`src/rtl/vga_pkg.sv`:
```
//------------------------------------------------------------------------------
// vga_pkg
// Shared timing record, the 640x480@60 defaults and a helper for axis totals.
// Revision: 1.0
//------------------------------------------------------------------------------
`default_nettype none

package vga_pkg;

    typedef struct packed {
        int active;
        int fp;
        int sync;
        int bp;
    } vga_timing_t;

    localparam vga_timing_t VGA_640X480_H = '{active: 640, fp: 16, sync: 96, bp: 48};
    localparam vga_timing_t VGA_640X480_V = '{active: 480, fp: 10, sync: 2,  bp: 33};

    function automatic int total(input vga_timing_t t);
        return t.active + t.fp + t.sync + t.bp;
    endfunction

endpackage

`default_nettype wire

```
`src/rtl/vga_timing_gen_axis.sv`:
```
//------------------------------------------------------------------------------
// vga_axis_counter
// Modulo-TOTAL position counter for one raster axis with a wrap strobe.
// Revision: 1.0
//------------------------------------------------------------------------------
`default_nettype none

module vga_axis_counter
    import vga_pkg::*;
#(
    parameter int WIDTH = 10,
    parameter int TOTAL = 800
) (
    input  logic             clk_pixel,
    input  logic             rst_n,
    input  logic             inc,
    output logic [WIDTH-1:0] cnt,
    output logic             wrap
);

    localparam logic [WIDTH-1:0] LAST = WIDTH'(TOTAL - 1);

    logic [WIDTH-1:0] cnt_q;
    logic [WIDTH-1:0] cnt_d;

    // Explicit compare against LAST so non-power-of-two totals wrap correctly.
    always_comb begin
        wrap  = inc && (cnt_q == LAST);
        cnt_d = cnt_q;
        if (wrap) begin
            cnt_d = '0;
        end else if (inc) begin
            cnt_d = cnt_q + WIDTH'(1);
        end
    end

    always_ff @(posedge clk_pixel or negedge rst_n) begin
        if (!rst_n) begin
            cnt_q <= '0;
        end else begin
            cnt_q <= cnt_d;
        end
    end

    assign cnt = cnt_q;

endmodule

`default_nettype wire

```
`src/rtl/vga_timing_gen.sv`:
```
//------------------------------------------------------------------------------
// vga_timing_gen
// Parametrised VGA/DVI raster timing generator with aligned registered outputs.
// Optional macro VGA_TIMING_LOOKAHEAD_EN adds next_x/next_y/next_de.
// Revision: 1.0
//------------------------------------------------------------------------------
`default_nettype none

module vga_timing_gen
    import vga_pkg::*;
#(
    parameter int CW       = 10,
    parameter int H_ACTIVE = VGA_640X480_H.active,
    parameter int H_FP     = VGA_640X480_H.fp,
    parameter int H_SYNC   = VGA_640X480_H.sync,
    parameter int H_BP     = VGA_640X480_H.bp,
    parameter int V_ACTIVE = VGA_640X480_V.active,
    parameter int V_FP     = VGA_640X480_V.fp,
    parameter int V_SYNC   = VGA_640X480_V.sync,
    parameter int V_BP     = VGA_640X480_V.bp,
    parameter int H_POL    = 0,
    parameter int V_POL    = 0
) (
    input  logic          clk_pixel,
    input  logic          rst_n,
    input  logic          en,
    output logic [CW-1:0] screen_x,
    output logic [CW-1:0] screen_y,
    output logic          hsync,
    output logic          vsync,
    output logic          de,
    output logic          line_start,
    output logic          frame_start,
    output logic          vblank_start
`ifdef VGA_TIMING_LOOKAHEAD_EN
   ,output logic [CW-1:0] next_x,
    output logic [CW-1:0] next_y,
    output logic          next_de
`endif
);

    localparam int     H_TOTAL    = total(vga_timing_t'{H_ACTIVE, H_FP, H_SYNC, H_BP});
    localparam int     V_TOTAL    = total(vga_timing_t'{V_ACTIVE, V_FP, V_SYNC, V_BP});
    localparam int     H_SYNC_BEG = H_ACTIVE + H_FP;
    localparam int     H_SYNC_END = H_SYNC_BEG + H_SYNC;
    localparam int     V_SYNC_BEG = V_ACTIVE + V_FP;
    localparam int     V_SYNC_END = V_SYNC_BEG + V_SYNC;
    localparam longint CW_SPAN    = longint'(1) << CW;
    localparam logic   H_LVL      = (H_POL != 0);
    localparam logic   V_LVL      = (V_POL != 0);

    generate
        if (CW_SPAN < H_TOTAL || CW_SPAN < V_TOTAL) begin : g_cw_check
            $error("vga_timing_gen: CW too narrow for H_TOTAL/V_TOTAL");
        end
    endgenerate

    logic [CW-1:0] h_cnt;
    logic [CW-1:0] v_cnt;
    logic          h_wrap;
    logic          v_wrap_unused;

    vga_axis_counter #(.WIDTH(CW), .TOTAL(H_TOTAL)) u_h_cnt (
        .clk_pixel (clk_pixel),
        .rst_n     (rst_n),
        .inc       (en),
        .cnt       (h_cnt),
        .wrap      (h_wrap)
    );

    vga_axis_counter #(.WIDTH(CW), .TOTAL(V_TOTAL)) u_v_cnt (
        .clk_pixel (clk_pixel),
        .rst_n     (rst_n),
        .inc       (h_wrap),
        .cnt       (v_cnt),
        .wrap      (v_wrap_unused)
    );

    int   w_h;
    int   w_v;
    logic w_active;
    logic w_hs_on;
    logic w_vs_on;

    assign w_h      = 32'(h_cnt);
    assign w_v      = 32'(v_cnt);
    assign w_active = (w_h < H_ACTIVE) && (w_v < V_ACTIVE);
    assign w_hs_on  = (w_h >= H_SYNC_BEG) && (w_h < H_SYNC_END);
    assign w_vs_on  = (w_v >= V_SYNC_BEG) && (w_v < V_SYNC_END);

    logic [CW-1:0] screen_x_q, screen_x_d;
    logic [CW-1:0] screen_y_q, screen_y_d;
    logic          hsync_q, hsync_d;
    logic          vsync_q, vsync_d;
    logic          de_q, de_d;
    logic          line_start_q, line_start_d;
    logic          frame_start_q, frame_start_d;
    logic          vblank_start_q, vblank_start_d;

    // All outputs sample the pre-increment coordinate so they stay mutually aligned.
    always_comb begin
        screen_x_d     = screen_x_q;
        screen_y_d     = screen_y_q;
        hsync_d        = hsync_q;
        vsync_d        = vsync_q;
        de_d           = de_q;
        line_start_d   = 1'b0;
        frame_start_d  = 1'b0;
        vblank_start_d = 1'b0;
        if (en) begin
            screen_x_d     = h_cnt;
            screen_y_d     = v_cnt;
            de_d           = w_active;
            hsync_d        = w_hs_on ? H_LVL : ~H_LVL;
            vsync_d        = w_vs_on ? V_LVL : ~V_LVL;
            line_start_d   = (w_h == 0);
            frame_start_d  = (w_h == 0) && (w_v == 0);
            vblank_start_d = (w_h == 0) && (w_v == V_ACTIVE);
        end
    end

    always_ff @(posedge clk_pixel or negedge rst_n) begin
        if (!rst_n) begin
            screen_x_q     <= '0;
            screen_y_q     <= '0;
            hsync_q        <= ~H_LVL;
            vsync_q        <= ~V_LVL;
            de_q           <= 1'b0;
            line_start_q   <= 1'b0;
            frame_start_q  <= 1'b0;
            vblank_start_q <= 1'b0;
        end else begin
            screen_x_q     <= screen_x_d;
            screen_y_q     <= screen_y_d;
            hsync_q        <= hsync_d;
            vsync_q        <= vsync_d;
            de_q           <= de_d;
            line_start_q   <= line_start_d;
            frame_start_q  <= frame_start_d;
            vblank_start_q <= vblank_start_d;
        end
    end

    assign screen_x     = screen_x_q;
    assign screen_y     = screen_y_q;
    assign hsync        = hsync_q;
    assign vsync        = vsync_q;
    assign de           = de_q;
    assign line_start   = line_start_q;
    assign frame_start  = frame_start_q;
    assign vblank_start = vblank_start_q;

`ifdef VGA_TIMING_LOOKAHEAD_EN
    // The live counters are exactly what the registers will show after the next en edge.
    assign next_x  = h_cnt;
    assign next_y  = v_cnt;
    assign next_de = w_active;
`endif

endmodule

`default_nettype wire

```
`config.mk`:
```
export PLATFORM = sky130hd
export DESIGN_NAME = vga_timing_gen
export DESIGN_NICKNAME = d
export VERILOG_FILES = /design/src/rtl/vga_pkg.sv /design/src/rtl/vga_timing_gen_axis.sv /design/src/rtl/vga_timing_gen.sv
export SDC_FILE = /design/constraint.sdc
export NUM_CORES = 1
export LEC_CHECK = 0
export CORE_UTILIZATION = 48
export CTS_BUF_LIST = sky130_fd_sc_hd__clkbuf_16
export DETAILED_ROUTE_END_ITERATION = 7
export HOLD_SLACK_MARGIN = 0.15
export PLACE_DENSITY = 0.81
export SLEW_MARGIN = 25
export SYNTH_ARGS = -nofsm -noshare
export SYNTH_HDL_FRONTEND = slang
export SYNTH_SLANG_ARGS = --single-unit
export TNS_END_PERCENT = 30
```
`constraint.sdc`:
```
create_clock -name clk_pixel -period 2.1 [get_ports clk_pixel]
set_clock_uncertainty 0.15 [all_clocks]
set_input_delay 0.21 -clock clk_pixel [delete_from_list [all_inputs] [get_ports clk_pixel]]
set_output_delay 0.21 -clock clk_pixel [all_outputs]
set_load 0.1 [all_outputs]
```
==> run summary, run 1 <==
Static power due to leakage: 1.24 nW. Including well taps, the total number of placed cells is 250. The signal on the critical path passes through ha_2 -> nand4_2 -> or3_1 -> or4_1 -> nand2_1. Number of global-route vias before repair: 1,382.

The post-synthesis cell type count is 36, and the half-perimeter wire length of the detailed placement result is 2.95 mm. The worst path needs 1.97 ns of the cycle, external delays included. The effective utilization at floorplan is 50.7%.

Setup repair after global routing left no endpoint under its margin. Kind of critical path: reg -> reg. The H-tree was split into 2 levels.

CTS saw 46 sinks. The tools report the net count reported at finish as 215. In this run the remaining antenna-violating nets after routing total 0.

The transition time of the tightest slew-check pin is 0.870 ns, and the power per cell area is 1100 mW/mm2. The data arrival time at the worst-slack endpoint came out at 2.04 ns. For this run the aggregate overflow at the end of global routing stands at 0.

The fmax came out at 507 MHz. After clock tree synthesis, the clock-pin slew on the worst setup and hold paths is 0.06 ns. Total inserted antenna cells: 0. Global routing consumed, over all layers together, 20.5% of the routing resources. Routability-driven placement finished with a final weighted congestion of 0.808.

The floorplan step defined a die boundary enclosing 0.00452 mm2. The die span in y was 67.2 um. The number of design rule violations left after detail routing is 0. Final cycle utilization of the critical path: 93.9%.

The number of buffers inserted by post-CTS setup repair was 0. The longest clock path from root to sink contains 2 buffers. Compared with the post-synthesis result, the final layout area differs by 23.7%. The logs give 71 for the first-iteration detailed-routing DRC count and 0 for the initial antenna violation count. Top-level I/O count: 29. The length of the first detailed-routing pass in iterations was 5; the synthesized flop and latch total was 46. Max-cap violations in this run came to 0.

TritonCTS built the clock tree. The mean area per synthesized cell came out at 12.2 um2. The worst setup path is captured at a register. The worst hold path belongs to the class reg -> reg. The run gives 0.129 ns as the final worst setup slack.

Dividing the detail-routed wire length by the instance count gives 15.7 um. Row generation in the floorplan step produced 23 rows. For the final hold violation count, the log shows 0.

The maximum vdd drop is 0.00110 V. The run gives 167 as the instance count of the mapped netlist. The clock reaches the later pin of the worst-skew pair after 0.28 ns.

Summed over all failing endpoints, the final setup total negative slack is 0 ns. The logs give 5 for the TritonCTS buffer count and 6.62 mm for the wire length of the first global-routing pass. STA puts the critical path data required time at 2.17 ns. Slowest library cell on the worst path: sky130_fd_sc_hd__or4_1. The clock root buffer was sky130_fd_sc_hd__clkbuf_16. After synthesis the cells add up to 0.00204 mm2.

In this run the horizontal extent of the chip is 67.2 um. Total power for the finished layout comes to 2.79 mW. The most used flip-flop cell after synthesis is sky130_fd_sc_hd__dfrtp_1.

For this run, the number of Yosys warnings is 0. Final routed wirelength across all metal layers: 4.07 mm. The tools report the number of filler cells placed in the layout as 329.

The post-route netlist has 35.4% of its cells at a drive strength greater than 1. Setup violations remaining at the end of the flow were counted as 0. The worst slew margin relative to its limit was 42.0%. The fraction of synthesis flops using an asynchronous set or reset pin was 100%.

At the placement stage, the worst setup path has a slack of 0.0524 ns. The total number of vias came out at 1,473. Entering global routing, the biggest net connects 41 pins. The delay of the slowest cell on the worst path came out at 0.50 ns. The count of input and output buffers works out to 28.

The run finished with clean final reports. The share of the Yosys chip area taken by registers is 56.5%. The non-filler instance count after layout came out at 259. Of all nets on the critical path, the largest fanout is 6. For the number of max-slew violations in the final report, the log shows 0. STA classifies the critical path startpoint as a register. The count of flip-flops with a built-in enable after synthesis is 0, and the core box area is 0.00403 mm2.

Counting every net in the synthesized netlist gives 174. The detailed-route vias per instance works out to 5.69.
## final timing paths
check	from	to	slack, ns	cells past startpoint
max	u_h_cnt.cnt[0]$_DFFE_PN0P_	u_v_cnt.cnt[4]$_DFFE_PN0P_	0.13	5
min	screen_x[2]$_DFFE_PN0P_	screen_x[2]$_DFFE_PN0P_	0.36	1
max reg2reg	u_h_cnt.cnt[0]$_DFFE_PN0P_	u_v_cnt.cnt[4]$_DFFE_PN0P_	0.13	5
min reg2reg	screen_x[2]$_DFFE_PN0P_	screen_x[2]$_DFFE_PN0P_	0.36	1
max in group asynchronous	rst_n	u_h_cnt.cnt[2]$_DFFE_PN0P_	0.75	3
min in group asynchronous	rst_n	screen_x[7]$_DFFE_PN0P_	0.43	2
## metrics by stage
step	util [%]	instance area, um2	hold WS (ns)
2_1_floorplan	-	2040	-0.236
3_3_place_gp	59.0	2380	0.209
3_5_place_dp	59.0	2380	0.224
4_1_cts	62.6	2520	0.362
5_1_grt	62.7	2530	0.380
6_report	62.7	2530	0.357
## power breakdown
part | switching [mW] | internal, mW
logic | 0.676 | 0.259
registers | 0.113 | 1.01
clock network | 0.299 | 0.429
## layout by cell type (no fill, tap or decap), drive strengths merged
master / netlist / routed
nand3: 7 / 7
clkbuf: 4 / 5
nor3b: 2 / 2
a22o: 1 / 1
or3: 1 / 1
nor4: 2 / 2
nand4b: 4 / 4
o32a: 2 / 2
ha: 4 / 4
nor2: 8 / 8
clkdlybuf4s50: 0 / 1
and3: 3 / 3
clkinv: 0 / 2
and4: 2 / 2
nor4bb: 1 / 1
o22ai: 1 / 1
xor2: 4 / 4
buf: 4 / 40
nand2: 7 / 7
nand4: 7 / 7
a2bb2oi: 1 / 1
dlygate4sd3: 0 / 1
nor3: 8 / 8
or2: 1 / 1
xnor2: 6 / 6
a21o: 3 / 3
nor4b: 1 / 1
dfrtp: 44 / 44
o21bai: 1 / 1
inv: 5 / 6
o21ai: 6 / 6
dfstp: 2 / 2
o31ai: 1 / 1
or4: 2 / 2
mux2: 22 / 22
## worst max-delay path, delay by kind of cell (launching register included)
family        cells  cell delay, ns
simple gates      4            1.11
flops             1            0.42
fa+ha+maj         1            0.23
## cells by family after synthesis
kind of cell	count (synthesis)	share of synthesized area, %
flops	46	56.5
compound gates	16	5.45
simple gates	56	16.5
xor+xnor	10	4.29
buf+inv	13	2.70
mux	22	12.1
fa+ha+maj	4	2.45
## timing repair
action	CTS	global route
endpoints found under the hold margin	36	0
resized for setup	0	1
endpoints found under the setup margin	0	1
hold buffers	1	0
## Yosys cell counts, types with 2 or more instances
| master | n | area share, % |
|---|---|---|
| sky130_fd_sc_hd__and3_1 | 3 | 0.92 |
| sky130_fd_sc_hd__ha_1 | 4 | 2.5 |
| sky130_fd_sc_hd__xnor2_1 | 6 | 2.6 |
| sky130_fd_sc_hd__nand2_1 | 7 | 1.3 |
| sky130_fd_sc_hd__nor3_1 | 6 | 1.5 |
| sky130_fd_sc_hd__nand3_1 | 7 | 1.7 |
| sky130_fd_sc_hd__or4_1 | 2 | 0.74 |
| sky130_fd_sc_hd__and4_1 | 2 | 0.86 |
| sky130_fd_sc_hd__clkbuf_1 | 4 | 0.74 |
| sky130_fd_sc_hd__o21ai_0 | 6 | 1.5 |
| sky130_fd_sc_hd__dfrtp_1 | 44 | 54 |
| sky130_fd_sc_hd__dfstp_2 | 2 | 2.6 |
| sky130_fd_sc_hd__nor3_2 | 2 | 0.98 |
| sky130_fd_sc_hd__nor3b_1 | 2 | 0.74 |
| sky130_fd_sc_hd__nand4_1 | 6 | 1.8 |
| sky130_fd_sc_hd__buf_2 | 2 | 0.49 |
| sky130_fd_sc_hd__mux2_2 | 22 | 12 |
| sky130_fd_sc_hd__nor2_1 | 8 | 1.5 |
| sky130_fd_sc_hd__a21o_1 | 3 | 1.1 |
| sky130_fd_sc_hd__nand4b_1 | 4 | 1.7 |
| sky130_fd_sc_hd__inv_1 | 5 | 0.92 |
| sky130_fd_sc_hd__o32a_1 | 2 | 0.98 |
| sky130_fd_sc_hd__nor4_1 | 2 | 0.61 |
| sky130_fd_sc_hd__xor2_1 | 4 | 1.7 |
## sequential cells by signal, indices dropped and copies added, names as in the netlist
signal / flops
screen_x: 10
screen_y: 10
u_h_cnt.cnt: 10
u_v_cnt.cnt: 10
de: 1
frame_start: 1
hsync: 1
line_start: 1
vblank_start: 1
vsync: 1
## layout make-up
class	count	area (um2)	area share [%]
multi-input cells	108	836	33.1
flip-flops and latches	46	1150	45.7
clock inverters	3	12.5	0.495
inverters	5	18.8	0.743
clock buffers	5	125	4.95
repair buffers	42	318	12.6
well taps	50	62.6	2.48
## per-layer routing
| layer | share of wire (%) | global-route usage [%] | wire (um) | vias to the layer above |
|---|---|---|---|---|
| met5 | 0 | 0 | 0 | - |
| met4 | 1.9 | 9.31 | 79 | 0 |
| met3 | 5.0 | 5.74 | 203 | 5 |
| met2 | 50 | 32.4 | 2020 | 43 |
| met1 | 43 | 26.2 | 1770 | 735 |
| li1 | - | - | - | 690 |
(Power assumes the default switching activity.)
==> run 2, diff against run 1 <==
--- a/config.mk
+++ b/config.mk
@@ -5,11 +5,14 @@
 export SDC_FILE = /design/constraint.sdc
 export NUM_CORES = 1
 export LEC_CHECK = 0
-export CORE_UTILIZATION = 48
+export CELL_PAD_IN_SITES_DETAIL_PLACEMENT = 1
+export CELL_PAD_IN_SITES_GLOBAL_PLACEMENT = 1
+export CORE_UTILIZATION = 39
 export CTS_BUF_LIST = sky130_fd_sc_hd__clkbuf_16
 export DETAILED_ROUTE_END_ITERATION = 7
 export HOLD_SLACK_MARGIN = 0.15
-export PLACE_DENSITY = 0.81
+export PLACE_DENSITY = 0.82
+export RECOVER_POWER = 100
 export SLEW_MARGIN = 25
 export SYNTH_ARGS = -nofsm -noshare
 export SYNTH_HDL_FRONTEND = slang
==> run 2 against run 1 <==
Against the previous run: global-route usage shrank 0.75 points; sequential power is essentially flat; routed wire length grew 18%; sequential cell count is the same; cell count grew 6.6%; worst setup slack lost 0.036 ns; first-iteration DRC count grew 13%.
==> run summary, run 2 (synthesis results as in run 1) <==
The flow ran to the end, and the final reports show no timing, DRC or antenna violations. In this run the register-to-register setup slack is 0.09 ns. Summing all non-filler instances in the final layout gives an area of 0.00249 mm2. The horizontal die dimension was 74.4 um.

The startpoint type of the worst setup path is a register. For the initial antenna violation count, the log shows 0. Power per cell area: 1110 mW/mm2.

The number of max-slew violations in the final report was 0; the post-route total power was 2.77 mW. The path with the worst hold slack has its endpoint at screen_x[8]$_DFFE_PN0P_. At the end of the flow, the number of nets in the layout was 215. The clock tree buffer depth is 2, and the half-perimeter wire length of the detailed placement result is 3.33 mm. In this run the remaining antenna-violating nets after routing total 0. The number of cell instances on the worst register-to-register path works out to 5. The clock period minus final worst setup slack is 2.01 ns. Before antenna repair, the detailed router went through 4 iterations.

The worst setup path is of the reg -> reg kind. The placement row count is 25, and the total number of vias is 1,485. Max-cap violations in this run came to 0. The TritonCTS buffer count is 5, and the final hold violation count is 0. The total of endpoints with negative setup slack in the final report came out at 0. Number of design rule violations left after detail routing: 0. The run gives 46 as the number of sinks driven by the clock tree. The die covers 0.00553 mm2. The fmax was 498 MHz. The capturing element type of the critical path is a register.

CTS built an H-tree with a depth of 2. Port buffering added 28 buffers. Setup repair after global routing left no endpoint under its margin.

The number of global-route vias before repair was 1,572. Maximum vdd drop: 0.000733 V. The library cell used most frequently in the layout, excluding fill and tap cells, is sky130_fd_sc_hd__dfrtp_1. The final critical path takes up 95.6% of the cycle. Detailed-route vias per instance: 5.38. The class of the most critical hold timing path is reg -> reg. At the end of routability-driven placement, the weighted congestion stood at 0.803. For this configuration, the core starts out at a cell density of 41.8%.

Measured against its own limit, the worst slew margin works out to 17.3%. The signed area change from the synthesized netlist to the final layout was 21.8%. In this run the static leakage power is 1.21 nW. The filler cells instantiated in the layout total 547. The largest fanout of any net on the critical path came out at 11. For the global-route usage over all layers, the log shows 19.8%.

The first global-routing pass estimated 8.07 mm of wire. For the worst setup path, the data arrival time is 2.09 ns. Entering global routing, the biggest net connects 27 pins.

The start point of the worst hold path was screen_x[8]$_DFFE_PN0P_. In the final routed layout, each cell accounts on average for 17.4 um. The transition time of the tightest slew-check pin works out to 1.24 ns. The final routed wirelength across all metal layers is 4.80 mm. In the layout the commonest cells are sky130_fd_sc_hd__dfrtp_1 (43), sky130_fd_sc_hd__clkbuf_2 (27), sky130_fd_sc_hd__mux2_2 (21), sky130_fd_sc_hd__buf_4 (9), sky130_fd_sc_hd__nor2_1 (8).

The hold-critical path depth was 1; the smallest hold slack was 0.354 ns. In this run, the number of DRC markers left after iteration 0 of detailed routing was 80. After floorplanning, the core was sized to cover 0.00488 mm2. TritonCTS built the clock tree.

Clock-pin slew was measured on the worst setup and hold paths at 0.06 ns. At the worst endpoint, the required time is 2.18 ns. Cells with a size suffix above 1 make up 34.0% of the layout.

The endpoint identified for the worst register-to-register timing path is u_v_cnt.cnt[9]$_DFFE_PN0P_. CTS placed an instance of sky130_fd_sc_hd__clkbuf_16 at the clock tree root. The total inserted antenna cells is 0. For this run the aggregate overflow at the end of global routing stands at 0. For this design the top-level I/O count stands at 29. The latest clock arrival within the worst-skew pair was 0.29 ns. The launch point of the worst reg-to-reg path was u_h_cnt.cnt[8]$_DFFE_PN0P_. The placed cell area was 0.00241 mm2; the die span in y was 74.4 um.
run 2: worst max-delay path by stage:
stage                                 end                        from  depth (start not counted)  slack (ns)
2_1_floorplan  u_v_cnt.cnt[4]$_DFFE_PN0P_  u_h_cnt.cnt[0]$_DFFE_PN0P_                          5        0.17
3_3_place_gp        frame_start$_DFF_PN0_                          en                          6       -0.03
3_5_place_dp        frame_start$_DFF_PN0_                          en                          6       -0.11
4_1_cts        u_v_cnt.cnt[2]$_DFFE_PN0P_  u_h_cnt.cnt[0]$_DFFE_PN0P_                          6        0.07
5_1_grt        u_v_cnt.cnt[9]$_DFFE_PN0P_  u_h_cnt.cnt[1]$_DFFE_PN0P_                          6        0.01
6_report       u_v_cnt.cnt[9]$_DFFE_PN0P_  u_h_cnt.cnt[8]$_DFFE_PN0P_                          5        0.09
run 2: where the power goes:
| part | internal (mW) | switching, mW | total [mW] |
|---|---|---|---|
| Combinational | 0.218 | 0.685 | 0.903 |
| Clock | 0.430 | 0.319 | 0.749 |
| Sequential | 1.01 | 0.102 | 1.11 |
run 2: metrics by stage:
stage / setup WS, ns / setup TNS, ns / cells / util (%)
floorplan: 0.172 / 0 / 167 / -
global placement: -0.0327 / -0.0327 / 267 / 49.4
detailed placement: -0.110 / -0.223 / 267 / 49.4
CTS: 0.0678 / 0 / 276 / 52.5
global route: 0.0130 / 0 / 276 / 51.0
finish: 0.0924 / 0 / 276 / 51.0
run 2: area by class of cell:
class | count | area (um2) | area share, %
Inverter | 5 | 18.8 | 0.755
Clock buffer | 5 | 125 | 5.03
Timing Repair Buffer | 42 | 254 | 10.2
Sequential cell | 46 | 1150 | 46.4
Clock inverter | 3 | 12.5 | 0.503
Tap cell | 67 | 83.8 | 3.37
Multi-Input combinational cell | 108 | 838 | 33.7
run 2: worst max-delay path, stage by stage, from the launching register on:
cell and delay, ns:
sky130_fd_sc_hd__dfrtp_1 0.50, sky130_fd_sc_hd__nand4b_1 0.29, sky130_fd_sc_hd__or3_1 0.40, sky130_fd_sc_hd__buf_4 0.20, sky130_fd_sc_hd__nor4_2 0.28, sky130_fd_sc_hd__a21o_1 0.13
run 2: timing repair:
| action | 4_1_cts | 5_1_grt |
|---|---|---|
| gates resized for setup | 1 | 3 |
| hold endpoints to repair | 45 | 0 |
| setup endpoints to repair | 1 | 3 |
| hold buffers | 1 | 0 |
| setup buffers | 0 | 0 |
run 2: layer usage:
layer  vias to the layer above  wire (um)  global-route usage, %
met3                        11        170                   4.88
met4                         0        124                   9.43
li1                        684          -                      -
met2                        37       2330                   31.1
met1                       753       2180                   25.6
met5                         -          0                      0
==> run 3, diff against run 2 <==
--- a/config.mk
+++ b/config.mk
@@ -13,7 +13,7 @@
 export HOLD_SLACK_MARGIN = 0.15
 export PLACE_DENSITY = 0.82
 export RECOVER_POWER = 100
-export SLEW_MARGIN = 25
+export SLEW_MARGIN = 20
 export SYNTH_ARGS = -nofsm -noshare
 export SYNTH_HDL_FRONTEND = slang
 export SYNTH_SLANG_ARGS = --single-unit
==> results of run 3 <==
Final layout, timing and power as in run 2 (identical DEF).
